File: src/rtl/rtc_pkg.sv
// rtc_pkg: shared constants, types and helpers for the RTC multiplexed-bus controller.
//   Field indices (F_ANO..F_ST), RTC register addresses, transfer command codes,
//   bus FSM state enum and the per-access payload struct.
package rtc_pkg;

    localparam int unsigned N_FIELDS = 9;
    localparam int unsigned FIELD_W  = 8;
    localparam int unsigned BUS_W    = N_FIELDS * FIELD_W;
    localparam int unsigned IDX_W    = 4;

    localparam int unsigned F_ANO      = 0;
    localparam int unsigned F_MES      = 1;
    localparam int unsigned F_DIA      = 2;
    localparam int unsigned F_HORAS    = 3;
    localparam int unsigned F_MINUTOS  = 4;
    localparam int unsigned F_SEGUNDOS = 5;
    localparam int unsigned F_HT       = 6;
    localparam int unsigned F_MT       = 7;
    localparam int unsigned F_ST       = 8;

    localparam logic [FIELD_W-1:0] ADDR_ANO      = 8'h26;
    localparam logic [FIELD_W-1:0] ADDR_MES      = 8'h25;
    localparam logic [FIELD_W-1:0] ADDR_DIA      = 8'h24;
    localparam logic [FIELD_W-1:0] ADDR_HORAS    = 8'h23;
    localparam logic [FIELD_W-1:0] ADDR_MINUTOS  = 8'h22;
    localparam logic [FIELD_W-1:0] ADDR_SEGUNDOS = 8'h21;
    localparam logic [FIELD_W-1:0] ADDR_HT       = 8'h43;
    localparam logic [FIELD_W-1:0] ADDR_MT       = 8'h42;
    localparam logic [FIELD_W-1:0] ADDR_ST       = 8'h41;
    localparam logic [FIELD_W-1:0] CMD_XFER_RD   = 8'hF0;
    localparam logic [FIELD_W-1:0] CMD_XFER_WR   = 8'hF1;

    typedef enum logic [2:0] {IDLE, ADR, ADR_GAP, DAT, DAT_GAP, FIN} state_t;

    // One bus access: direction, address, write data and destination field.
    typedef struct packed {
        logic               is_wr;
        logic [FIELD_W-1:0] addr;
        logic [FIELD_W-1:0] data;
        logic [IDX_W-1:0]   field;
    } access_t;

    function automatic logic [FIELD_W-1:0] field_addr(input logic [IDX_W-1:0] idx);
        logic [FIELD_W-1:0] a;
        case (idx)
            IDX_W'(F_ANO):      a = ADDR_ANO;
            IDX_W'(F_MES):      a = ADDR_MES;
            IDX_W'(F_DIA):      a = ADDR_DIA;
            IDX_W'(F_HORAS):    a = ADDR_HORAS;
            IDX_W'(F_MINUTOS):  a = ADDR_MINUTOS;
            IDX_W'(F_SEGUNDOS): a = ADDR_SEGUNDOS;
            IDX_W'(F_HT):       a = ADDR_HT;
            IDX_W'(F_MT):       a = ADDR_MT;
            IDX_W'(F_ST):       a = ADDR_ST;
            default:            a = '0;
        endcase
        return a;
    endfunction

    // Index of the lowest set bit; 0 when the mask is empty (caller checks).
    function automatic logic [IDX_W-1:0] lowest_set(input logic [N_FIELDS-1:0] m);
        logic [IDX_W-1:0] r;
        r = '0;
        for (int i = int'(N_FIELDS) - 1; i >= 0; i--) begin
            if (m[i]) r = IDX_W'(i);
        end
        return r;
    endfunction

    function automatic logic [FIELD_W-1:0] get_field(input logic [BUS_W-1:0] d,
                                                     input logic [IDX_W-1:0] idx);
        logic [FIELD_W-1:0] r;
        r = '0;
        for (int i = 0; i < int'(N_FIELDS); i++) begin
            if (idx == IDX_W'(i)) r = d[8*i +: 8];
        end
        return r;
    endfunction

endpackage

File: src/rtl/rtc_phase_timer.sv
// rtc_phase_timer: bus phase down-counter.
//   clk, reset : clock, synchronous active-high reset
//   load       : restart the phase (counter := PH_CYC-1)
//   last_c     : high on the final clock of the current phase
module rtc_phase_timer #(
    parameter int unsigned PH_CYC = 10
) (
    input  logic clk,
    input  logic reset,
    input  logic load,
    output logic last_c
);
    localparam int unsigned CNT_W = 8;

    logic [CNT_W-1:0] cnt;

    // Count down to zero and hold there until the next load.
    always_ff @(posedge clk) begin
        if (reset) begin
            cnt <= '0;
        end else if (load) begin
            cnt <= CNT_W'(PH_CYC - 1);
        end else if (cnt != '0) begin
            cnt <= cnt - CNT_W'(1);
        end
    end

    assign last_c = (cnt == '0);

endmodule

File: src/rtl/rtc_bus_ctrl.sv
// rtc_bus_ctrl: drives the RTC multiplexed address/data bus.
//   Requests : start_wr (write fields flagged in habilita), start_rd (read all nine)
//   Data     : wr_data / rd_data, field i at [8i+7:8i]
//   Status   : busy, done (one-cycle pulse at end of request)
//   Bus      : ad_out, ad_oe, ad_in, cs_n, rd_n, wr_n, a_d (all outputs registered)
// Optional build macro RTC_XFER_CMD_EN: reads are preceded by a 0xF0 latch command,
// non-empty writes are followed by a 0xF1 commit command.
module rtc_bus_ctrl
    import rtc_pkg::*;
#(
    parameter int unsigned PH_CYC = 10
) (
    input  logic                clk,
    input  logic                reset,
    input  logic                start_wr,
    input  logic                start_rd,
    input  logic [N_FIELDS-1:0] habilita,
    input  logic [BUS_W-1:0]    wr_data,
    output logic [BUS_W-1:0]    rd_data,
    output logic                busy,
    output logic                done,
    output logic [FIELD_W-1:0]  ad_out,
    output logic                ad_oe,
    input  logic [FIELD_W-1:0]  ad_in,
    output logic                cs_n,
    output logic                rd_n,
    output logic                wr_n,
    output logic                a_d
);
`ifdef RTC_XFER_CMD_EN
    localparam bit CMD_EN = 1'b1;
`else
    localparam bit CMD_EN = 1'b0;
`endif

    state_t              state;
    access_t             acc;
    logic [N_FIELDS-1:0] pend;
    logic                post_q;
    logic                txn_wr;

    logic                last_c, load_c, req_c, launch_c, phase_c;
    logic                sel_wr, sel_pre, sel_post, nxt_valid, nxt_post;
    logic [N_FIELDS-1:0] sel_mask, nxt_mask;
    access_t             nxt_acc;

    rtc_phase_timer #(.PH_CYC(PH_CYC)) u_timer (
        .clk    (clk),
        .reset  (reset),
        .load   (load_c),
        .last_c (last_c)
    );

    // Pick the next access: latch command, then pending fields low-to-high, then commit.
    always_comb begin
        sel_wr   = txn_wr;
        sel_mask = pend;
        sel_pre  = 1'b0;
        sel_post = post_q;
        if (state == IDLE) begin
            sel_wr   = start_wr;
            sel_mask = start_wr ? habilita : {N_FIELDS{1'b1}};
            sel_pre  = CMD_EN && !start_wr;
            sel_post = CMD_EN && start_wr && (habilita != '0);
        end
        nxt_valid     = 1'b1;
        nxt_mask      = sel_mask;
        nxt_post      = sel_post;
        nxt_acc.field = lowest_set(sel_mask);
        nxt_acc.is_wr = sel_wr;
        nxt_acc.addr  = field_addr(nxt_acc.field);
        nxt_acc.data  = get_field(wr_data, nxt_acc.field);
        if (sel_pre) begin
            nxt_acc.is_wr = 1'b1;
            nxt_acc.addr  = CMD_XFER_RD;
            nxt_acc.data  = CMD_XFER_RD;
        end else if (sel_mask != '0) begin
            nxt_mask = sel_mask & ~(N_FIELDS'(1) << nxt_acc.field);
        end else if (sel_post) begin
            nxt_acc.is_wr = 1'b1;
            nxt_acc.addr  = CMD_XFER_WR;
            nxt_acc.data  = CMD_XFER_WR;
            nxt_post      = 1'b0;
        end else begin
            nxt_valid = 1'b0;
        end
    end

    assign req_c    = start_wr || start_rd;
    assign phase_c  = (state == ADR) || (state == ADR_GAP) || (state == DAT) || (state == DAT_GAP);
    assign launch_c = nxt_valid && (((state == IDLE) && req_c) || ((state == DAT_GAP) && last_c));
    assign load_c   = ((state == IDLE) && req_c) || (phase_c && last_c);

    // Bus FSM with registered strobes; launch block overrides the case when an access starts.
    always_ff @(posedge clk) begin
        if (reset) begin
            state   <= IDLE;
            acc     <= '0;
            pend    <= '0;
            post_q  <= 1'b0;
            txn_wr  <= 1'b0;
            rd_data <= '0;
            busy    <= 1'b0;
            done    <= 1'b0;
            ad_out  <= '0;
            ad_oe   <= 1'b0;
            cs_n    <= 1'b1;
            rd_n    <= 1'b1;
            wr_n    <= 1'b1;
            a_d     <= 1'b1;
        end else begin
            done <= 1'b0;
            case (state)
                IDLE: begin
                    if (req_c && !nxt_valid) begin
                        state <= FIN;
                        done  <= 1'b1;
                    end
                end
                ADR: begin
                    if (last_c) begin
                        state <= ADR_GAP;
                        cs_n  <= 1'b1;
                        wr_n  <= 1'b1;
                    end
                end
                ADR_GAP: begin
                    if (last_c) begin
                        state <= DAT;
                        cs_n  <= 1'b0;
                        a_d   <= 1'b1;
                        if (acc.is_wr) begin
                            wr_n   <= 1'b0;
                            ad_oe  <= 1'b1;
                            ad_out <= acc.data;
                        end else begin
                            rd_n  <= 1'b0;
                            ad_oe <= 1'b0;
                        end
                    end
                end
                DAT: begin
                    if (last_c) begin
                        state <= DAT_GAP;
                        cs_n  <= 1'b1;
                        rd_n  <= 1'b1;
                        wr_n  <= 1'b1;
                        // Read data is sampled on the final clock of the data phase.
                        if (!acc.is_wr) begin
                            for (int i = 0; i < int'(N_FIELDS); i++) begin
                                if (acc.field == IDX_W'(i)) rd_data[8*i +: 8] <= ad_in;
                            end
                        end
                    end
                end
                DAT_GAP: begin
                    if (last_c && !nxt_valid) begin
                        state <= FIN;
                        busy  <= 1'b0;
                        done  <= 1'b1;
                        ad_oe <= 1'b0;
                    end
                end
                FIN:     state <= IDLE;
                default: state <= IDLE;
            endcase

            if (launch_c) begin
                state  <= ADR;
                busy   <= 1'b1;
                cs_n   <= 1'b0;
                wr_n   <= 1'b0;
                rd_n   <= 1'b1;
                a_d    <= 1'b0;
                ad_oe  <= 1'b1;
                ad_out <= nxt_acc.addr;
                acc    <= nxt_acc;
                pend   <= nxt_mask;
                post_q <= nxt_post;
                txn_wr <= sel_wr;
            end
        end
    end

endmodule
File: config.mk
export PLATFORM = sky130hd
export DESIGN_NAME = rtc_bus_ctrl
export DESIGN_NICKNAME = d
export VERILOG_FILES = /design/src/rtl/rtc_pkg.sv /design/src/rtl/rtc_phase_timer.sv /design/src/rtl/rtc_bus_ctrl.sv
export SDC_FILE = /design/constraint.sdc
export NUM_CORES = 1
export LEC_CHECK = 0
export CAP_MARGIN = 20
export CORE_ASPECT_RATIO = 1.1
export CORE_MARGIN = 2
export CORE_UTILIZATION = 40
export CTS_BUF_LIST = sky130_fd_sc_hd__clkbuf_16
export DETAILED_ROUTE_END_ITERATION = 7
export MAX_ROUTING_LAYER = met4
export PLACE_DENSITY = 0.68
export SETUP_SLACK_MARGIN = 0.5
export SLEW_MARGIN = 20
export SYNTH_ARGS = -nofsm -noshare
export SYNTH_HDL_FRONTEND = slang
export SYNTH_SLANG_ARGS = --single-unit
File: constraint.sdc
create_clock -name clk -period 2.9 [get_ports clk]
set_clock_uncertainty 0.05 [all_clocks]
set_input_delay 0.29 -clock clk [delete_from_list [all_inputs] [get_ports clk]]
set_output_delay 0.29 -clock clk [all_outputs]
set_load 0.01 [all_outputs]
==> impl_metrics.json <==
{
  "status": "finished with violations",
  "violations": "setup timing",
  "synth_fp_nets": 787,
  "dieArea_um2": 16100,
  "synth_warnings": 0,
  "dp_hpwl_um": 15600,
  "nets": 1055,
  "antenna_found_initial": 0,
  "clk_latency_ns": 0.43,
  "synth_area_leaders": "dfxtp_1 41%, mux2i_1 13%, nor2_1 7.9%, a21oi_1 3.2%, nand2_1 2.4%",
  "grt_pass1_wl_um": 34200,
  "track_usage_pct": 27.9,
  "synth_area_per_cell_um2": 8.75,
  "yosysUniqueCellTypes": 70,
  "drt-total-wl_um": 21900,
  "slew_headroom_pct": 34.5,
  "multi_input_area_um2": 3790,
  "die_w_um": 121,
  "synth_top_area_share_pct": 40.5,
  "boundaryPins": 180,
  "syn2layout_area_growth_pct": 65.3,
  "critPathLaunchType": "flip-flop",
  "tightestPinTransition_ns": 0.982,
  "num_vias": 6307,
  "min_path_type": "reg -> reg",
  "nFillCells": 1164,
  "cts_sinks": 122,
  "synthCells": 688,
  "worstPathMaxFanout": 6,
  "drive_gt1_share_pct": 25.6,
  "post-synth-top-count-cell": "nor2_1",
  "core_area_um2": 14900,
  "synth_commonest_cells": "127 x nor2_1, 122 x dfxtp_1, 79 x mux2i_1",
  "clk_pin_slew_ns": 0.06,
  "end_kind": "flip-flop",
  "wl_per_cell_um": 18.8,
  "start_util_pct": 40.5,
  "htree_levels": 4,
  "cts_buffer_depth": 2,
  "period_share_pct": 107,
  "grt_max_degree": 94,
  "grt_pass1_vias": 6525,
  "final-hold-violation-count": 0,
  "cp.required_ns": 3.20,
  "drc": 0,
  "drt_iter0_markers": 308,
  "gp_congestion": 0.902,
  "ctsHoldBuffers": 0,
  "power_density_nw_per_um2": 1110,
  "setup_viol": 10,
  "antennaDiodeCount": 0,
  "drt-vias-per-instance": 5.41,
  "clock.fmax_mhz": 321,
  "num_rows": 47,
  "drt_first_pass_iters": 5,
  "rsz0062_at_grt": "true",
  "yosysTopAreaCell": "dfxtp_1",
  "cts_root_buf": "clkbuf_16",
  "cts_buffers": 17,
  "dp.cells": 1099,
  "overflow": 0,
  "peakVddDrop_uv": 486,
  "seq_area_um2": 2440,
  "synth-edff-count": 0,
  "ys.flop_type": "dfxtp_1",
  "yosysSeqAreaShare_pct": 40.5,
  "cts_tree": "built",
  "postLayoutSetupSlackWorst_ns": -0.216,
  "async_reset_ff_share_pct": 0,
  "p_leak_nw": 3.86,
  "yosys_register_bits": 122,
  "die_y_um": 133,
  "antenna_left": 0,
  "post-route-min-period_ns": 3.12,
  "port_buffers": 179,
  "cp.arrival_ns": 3.41,
  "maxCapViolations": 0,
  "pre_cts_ws_ns": -0.307,
  "drv_slew": 0,
  "final_cells": 1165,
  "critPathKind": "reg -> reg",
  "synth_area_um2": 6020
}
cell type report:
class,count,share of cell area [%]
inverters,10,0.452
repair buffers,302,28.5
well taps,196,2.46
multi-input cells,503,38.0
flip-flops and latches,122,24.6
clock buffers,17,4.27
clock inverters,15,1.75
worst max-delay path, cell delays in order, from the launching register on:
cell and delay, ns:
dfxtp_2 0.33, buf_6 0.11, nor3_4 0.20, buf_12 0.15, buf_12 0.11, mux2i_4 0.26, o211ai_1 0.18, a31oi_4 0.26
inv_2 0.10, ha_4 0.18, buf_4 0.14, nor2b_1 0.14, nor3_2 0.25, a21oi_2 0.07, o211ai_1 0.16, o211ai_1 0.12
a31oi_1 0.21
repair_timing:
item / in CTS / in global routing
pin swaps: 37 / 14
endpoints found under the setup margin: 76 / 96
resized for setup: 61 / 35
buffers inserted: 19 / 15
layout by cell type (no fill, tap or decap), types with 7 or more instances in the layout:
cell,count
clkdlybuf4s50_1,178
nor2_1,123
dfxtp_1,120
buf_4,100
mux2i_1,77
nand2_1,36
a21oi_1,35
buf_6,20
clkbuf_16,17
nor3_1,14
nand3_1,11
a211oi_1,10
nand2b_1,9
a211oi_2,8
inv_1,7
o21ai_0,7
logic make-up (layout without fill, tap and decap cells):
kind of cell / Yosys count / in the layout / share of synthesized area (%)
simple gates: 264 / 264 / 21.5
compound gates: 142 / 142 / 16.9
flops: 122 / 122 / 40.5
mux: 82 / 82 / 13.7
buf+inv: 63 / 344 / 4.72
xor+xnor: 9 / 9 / 1.31
fa+ha+maj: 6 / 6 / 1.25
through the flow:
stage               TNS (ns)  util [%]  total power, mW  hold slack (ns)  instance area, um^2
CTS                   -0.845      65.0             10.5            0.409                 9680
finish                 -1.42      66.9             11.0            0.415                 9950
floorplan                  0         -             5.58            0.392                 6240
global route           -3.55      66.9             11.6            0.427                 9950
detailed placement     -2.55      58.0             7.35            0.402                 8630
global placement       -1.74      58.0             7.30            0.395                 8630
routing by layer:
metal / global-route usage (%) / vias up / wire length (um) / part of all wire, %
met3: 6.77 / 39 / 1240 / 5.7
li1: - / 3016 / - / -
met2: 47.0 / 211 / 10700 / 49
met4: 8.85 / 0 / 565 / 2.6
met5: - / - / 0 / 0
met1: 32.4 / 3041 / 9340 / 43
sequential cells by signal (all words and copies together) (netlist names), 3 cells and up:
register / cells
ad_out: 8
pend: 9
acc: 13
rd_data: 72
u_timer.cnt: 8
state: 3
power breakdown:
group	leakage (nW)	switching (mW)	internal, mW
clock network	0.288	0.811	1.35
logic	2.58	3.37	3.25
registers	0.992	0.290	1.95
total	3.86	4.47	6.55
path summary, 6_finish.rpt:
path / startpoint / to / slack, ns / cells past startpoint
worst max-delay path: state[2]$_SDFFE_PP0P_ / acc[10]$_SDFFE_PP0P_ / -0.22 / 16
worst max register to register: state[2]$_SDFFE_PP0P_ / acc[10]$_SDFFE_PP0P_ / -0.22 / 16
worst min register to register: wr_n$_SDFFE_PP1P_ / wr_n$_SDFFE_PP1P_ / 0.41 / 2
worst min-delay path: wr_n$_SDFFE_PP1P_ / wr_n$_SDFFE_PP1P_ / 0.41 / 2
Note: power is estimated with default switching activity, not from simulation.
